`src/rtl/divider_seq.sv`:
```
// Sequential restoring divider with RISC-V DIV/DIVU/REM/REMU result semantics.
// Signed operation is compiled in only when DIV_SIGNED_EN is defined.
module divider_seq #(
    parameter int WIDTH = 32
) (
    input  logic             clk,
    input  logic             rst_n,
    input  logic             start,
    input  logic             op_signed,
    input  logic [WIDTH-1:0] dividend,
    input  logic [WIDTH-1:0] divisor,
    output logic             busy,
    output logic             done,
    output logic [WIDTH-1:0] quotient,
    output logic [WIDTH-1:0] remainder,
    output logic             div_zero
);

    localparam int CW = $clog2(WIDTH);

    typedef enum logic [1:0] {IDLE, CALC, FIX, DONE} state_t;

    state_t state, state_nx;

    logic [WIDTH-1:0] r;
    logic [WIDTH-1:0] q;
    logic [WIDTH-1:0] d;
    logic [CW-1:0]    cnt;
    logic             dz;
    logic [WIDTH:0]   t;
    logic [WIDTH-1:0] a_mag, b_mag;
    logic [WIDTH-1:0] q_res, r_res;

`ifdef DIV_SIGNED_EN
    logic neg_a, neg_b;
    logic qs, rs;

    assign neg_a = op_signed & dividend[WIDTH-1];
    assign neg_b = op_signed & divisor[WIDTH-1];
    assign a_mag = neg_a ? -dividend : dividend;
    assign b_mag = neg_b ? -divisor : divisor;
    assign q_res = qs ? -q : q;
    assign r_res = rs ? -r : r;

    always_ff @(posedge clk or negedge rst_n) begin
        if (!rst_n) begin
            qs <= 1'b0;
            rs <= 1'b0;
        end else if (state == IDLE && start) begin
            qs <= neg_a ^ neg_b;
            rs <= neg_a;
        end
    end
`else
    logic unused_op_signed;

    assign unused_op_signed = op_signed;
    assign a_mag = dividend;
    assign b_mag = divisor;
    assign q_res = q;
    assign r_res = r;
`endif

    // trial subtract of the shifted partial remainder; t[WIDTH] is the borrow
    assign t = {r, q[WIDTH-1]} - {1'b0, d};

    assign busy = (state != IDLE);
    assign done = (state == DONE);

    always_ff @(posedge clk or negedge rst_n) begin
        if (!rst_n) state <= IDLE;
        else        state <= state_nx;
    end

    always_comb begin
        state_nx = state;
        unique case (state)
            IDLE: if (start) state_nx = (divisor == '0) ? FIX : CALC;
            CALC: if (cnt == '0) state_nx = FIX;
            FIX:  state_nx = DONE;
            DONE: state_nx = IDLE;
            default: state_nx = IDLE;
        endcase
    end

    always_ff @(posedge clk or negedge rst_n) begin
        if (!rst_n) begin
            r         <= '0;
            q         <= '0;
            d         <= '0;
            cnt       <= '0;
            dz        <= 1'b0;
            quotient  <= '0;
            remainder <= '0;
            div_zero  <= 1'b0;
        end else begin
            unique case (state)
                IDLE: if (start) begin
                    // keep the raw dividend on divide-by-zero: it is the remainder
                    q   <= (divisor == '0) ? dividend : a_mag;
                    d   <= b_mag;
                    r   <= '0;
                    cnt <= CW'(WIDTH - 1);
                    dz  <= (divisor == '0);
                end
                CALC: begin
                    if (!t[WIDTH]) begin
                        r <= t[WIDTH-1:0];
                        q <= {q[WIDTH-2:0], 1'b1};
                    end else begin
                        r <= {r[WIDTH-2:0], q[WIDTH-1]};
                        q <= {q[WIDTH-2:0], 1'b0};
                    end
                    cnt <= cnt - 1'b1;
                end
                FIX: begin
                    if (dz) begin
                        quotient  <= '1;
                        remainder <= q;
                        div_zero  <= 1'b1;
                    end else begin
                        quotient  <= q_res;
                        remainder <= r_res;
                        div_zero  <= 1'b0;
                    end
                end
                default: ;
            endcase
        end
    end

endmodule

```
`config.mk`:
```
export PLATFORM = sky130hd
export DESIGN_NAME = divider_seq
export DESIGN_NICKNAME = d
export VERILOG_FILES = /design/src/rtl/divider_seq.sv
export SDC_FILE = /design/constraint.sdc
export NUM_CORES = 1
export LEC_CHECK = 0
export BUFFER_PORTS_ARGS = -buffer_cell sky130_fd_sc_hd__buf_2
export CORE_MARGIN = 2
export CORE_UTILIZATION = 30
export DETAILED_ROUTE_END_ITERATION = 6
export RECOVER_POWER = 100
export SLEW_MARGIN = 20
export SYNTH_ARGS = -nofsm -noshare
export SYNTH_HDL_FRONTEND = slang
export SYNTH_SLANG_ARGS = --single-unit
```
`constraint.sdc`:
```
create_clock -name clk -period 4.3 [get_ports clk]
set_clock_uncertainty 0.15 [all_clocks]
set_input_delay 0.86 -clock clk [delete_from_list [all_inputs] [get_ports clk]]
set_output_delay 0.86 -clock clk [all_outputs]
set_load 0.01 [all_outputs]
```
==> metrics.md <==
| Metric | Value |
|---|---|
| Yosys cell types | 60 |
| Post-route setup TNS | 0 ns |
| Chip width | approximately 180 µm |
| Tcrit/Tclk final | 90.44% |
| Flop pwr share | 31.8% |
| Die Y | 179.7 µm |
| Layout cells sized above 1 | 14.48% |
| Max FO, Critical Path | 16 |
| Fin nets | between 1000 and 1500 |
| Slew @ Worst Pin | 2.951 ns |
| Fin crit period | 3.889 ns |
| Initial antenna violation count | 7 |
| Resize count post-CTS | 0 |
| First-pass GRT wire length | 37740 µm |
| Final WS setup | 0.4111 ns |
| # Max-Cap Violations | 3 |
| Pwr Total | 9.117 mW |
| Comb power frac | 49.2% |
| # DRC | 0 |
| Yosys warnings | 0 |
| Fill count | ~3200 |
| Root buffer cell | clkbuf_16 |
| Critical Path Sink Type | flip-flop |
| Place WS | 0.5281 ns |
| CTS tree | done |
| Hold Crit Class | flip-flop to flip-flop |
| Clk buf depth | 2 |
| PortBufs | ~130 |
| Via-to-Cell Ratio | around 4.8 |
| DR iter-0 viols | 421 |
| Setup CP Type | flip-flop to flip-flop |
| Skew-Pair Late Insertion Delay | between 0.4 and 0.5 ns |
| CTS H-tree lvls | 4 |
| Initial core utilization | 30.35% |
| Hold Slack | 0.3566 ns |
| DR vias | 7158 |
| Cell Count, Final, Fillers Out | roughly 1500 |
| Hpwl dp | approximately 17000 µm |
| Num CTS Buffers | 17 |
| Area growth, synth to finish | 17.65% |
| Clock Power Share | about a fifth |
| Cell Count Post-Placement | 1447 |
| # rows | between 60 and 70 |
| Int Pwr | around 5.3 mW |
| Post-Route WL | 23220 µm |
| I/O Pins | 135 |
| Worst EP required | 4.43 ns |
| Share of async-settable or async-resettable flops after synthesis | 100.0% |
| Violated checks | capacitance limit, slew limit |
| Achievable frequency | 0.2571 GHz |
| # Post-CTS Setup Buffers | 0 |
| Syn Std Cell Area | 9260 µm² |
| Core Area | 30510 µm² |
| Critical Path AT | 4.02 ns |
| Post-Syn Area per Cell | 9.666 µm² |
| Total grt overflow | 0 |
| Final setup violation count | 0 |
| Avg WL per Cell | about 16 µm |
| Clock sink total | 169 |
| Synthesized instance count | 958 |
| Multi-input gate area | 4607 µm² |
| Antenna Nets Post-Route | 0 |
| Vias in the first global route | 6964 |
| Hold Vio Cnt, Final | 0 |
| Slew HR | -96.72% |
| Cts hold-fix bufs | 0 |
| Pre-Repair DR Iteration Count | 5 |
| RSZ-0062 raised after global routing | false |
| Clock slew at reported path FFs | about 0.060 ns |
| Sequential area share after synthesis | 45.67% |
| Max-slew violations | 118 |
| #FFs+latches synth | between 150 and 200 |
| Worst Setup Start Kind | flip-flop |
| Reg area | 4230 µm² |
| Post-synth EDFFs | 0 |
| Syn nets | 1065 |
| Placer congestion estimate | 0.8809 |
| Static leakage | 4.876 nW |
| Net Sw Frac | between 40% and 50% |
| Ys flop type | dfrtp_1 |
| Overall Global Routing Usage | 14.51% |
| Maximum VDD drop | 0.0003014 V |
| Largest net degree at the start of global routing | 107 |
| Power Density | approximately 840 nW/µm² |
| Die footprint | 32290 µm² |
| Status | finished, violations left |
| NetSw | between 3 and 4 mW |
[critical path: stages (launching register included)]
cell	delay [ns]
dfrtp_1	0.42
inv_1	0.17
ha_1	0.21
inv_1	0.06
fa_1	0.40
a21oi_1	0.26
o211ai_1	0.24
o2111ai_4	0.30
a21oi_4	0.13
a311o_4	0.42
a21o_1	0.19
nand3_4	0.23
buf_4	0.25
mux2i_1	0.20
o21ai_0	0.09
[worst paths after layout]
check | startpoint | endpoint | slack, ns | depth (start not counted)
max | q[31] | r[1] | 0.41 | 14
min | d[3] | d[3] | 0.36 | 1
max reg2reg | q[31] | r[1] | 0.41 | 14
min reg2reg | d[3] | d[3] | 0.36 | 1
max in group asynchronous | rst_n | dz | 0.95 | 3
min in group asynchronous | rst_n | quotient[3] | 1.23 | 1
[cell usage after synthesis (all sizes together), types with 3 or more instances]
cell       n  area, µm²
a211o      3      27.53
a211oi     5      37.54
a21o      15      113.9
a21oi     90      491.7
a2bb2oi    3      26.28
a31oi      7      43.79
and3       6      37.54
buf       15      102.6
clkbuf    38      142.6
dfrtp    169       4229
ha        38      475.5
inv       46      172.7
mux2      33      371.6
mux2i     92      920.9
nand2     87      326.6
nand2b     7      43.79
nand3      8      52.55
nand4      4      25.02
nor2     114      427.9
nor2b      4      25.02
nor4       9      56.30
o21a       4      30.03
o21ai     91      455.4
o21bai     3      22.52
o31a       3      26.28
o41ai      3      26.28
xnor2     18      157.7
xor2      13      113.9
[state kept, by name, summed over array words and instances, names as in the netlist]
register,cells
cnt,5
dz,1
remainder,32
d,32
q,32
state,2
div_zero,1
r,32
quotient,32
[cells in the final DEF, fill, tap and decap left out, drive strengths merged, types with 3 or more instances in the layout]
cell / synthesis / routed
nand4: 4 / 4
mux2: 33 / 33
mux2i: 92 / 92
and3: 6 / 6
a2bb2oi: 3 / 3
nor4: 9 / 9
xor2: 13 / 13
ha: 38 / 38
dfrtp: 169 / 169
a21oi: 90 / 90
buf: 15 / 73
o41ai: 3 / 3
a211oi: 5 / 5
nand3: 8 / 8
nand2b: 7 / 7
o21ai: 91 / 91
nor2b: 4 / 4
bufinv: 0 / 5
o31a: 3 / 3
xnor2: 18 / 18
clkbuf: 38 / 92
o21a: 4 / 4
a211o: 3 / 3
a31oi: 7 / 7
nand2: 87 / 87
a21o: 15 / 15
o21bai: 3 / 3
inv: 46 / 54
nor2: 114 / 114
[stage by stage]
step                util [%]  cell area, µm²
CTS                    36.09           11010
global placement       33.95           10360
detailed placement     33.95           10360
floorplan                  -            9260
global route           35.71           10890
finish                 35.71           10890
[power groups by stage]
stage	Combinational, mW	Sequential (mW)	Clock (mW)
floorplan	3.39	2.90	0
CTS	4.66	2.89	1.79
detailed placement	4.64	2.92	0
global placement	4.58	2.89	0
finish	4.48	2.90	1.74
global route	5.04	3.01	1.85
[cell type report]
cell class | instances | share of cell area (%)
Clock buffer | 17 | 3.905
Clock inverter | 14 | 2.102
Inverter | 46 | 1.585
Sequential cell | 169 | 38.83
Timing Repair Buffer | 148 | 6.696
Tap cell | 396 | 4.548
Antenna cell | 2 | 0.04594
Multi-Input combinational cell | 690 | 42.29
[cells by family (layout without fill, tap and decap cells)]
logic type	after synthesis	after routing	share of synthesized area (%)
simple gates	249	249	11.46
compound gates	246	246	16.12
flops	169	169	45.67
mux	125	125	13.96
buf+inv	99	225	4.513
fa+ha+maj	39	39	5.351
xor+xnor	31	31	2.932
other cells	0	2	0
[per-layer routing]
metal	up-vias	track usage, %	share of wire, %
met1	3357	20.97	51
met2	175	20.87	42
met4	10	4.976	1.8
li1	3587	-	-
met3	29	3.849	5.6
met5	-	0	0.30
No activity file was read; power rests on OpenSTA's default activity.
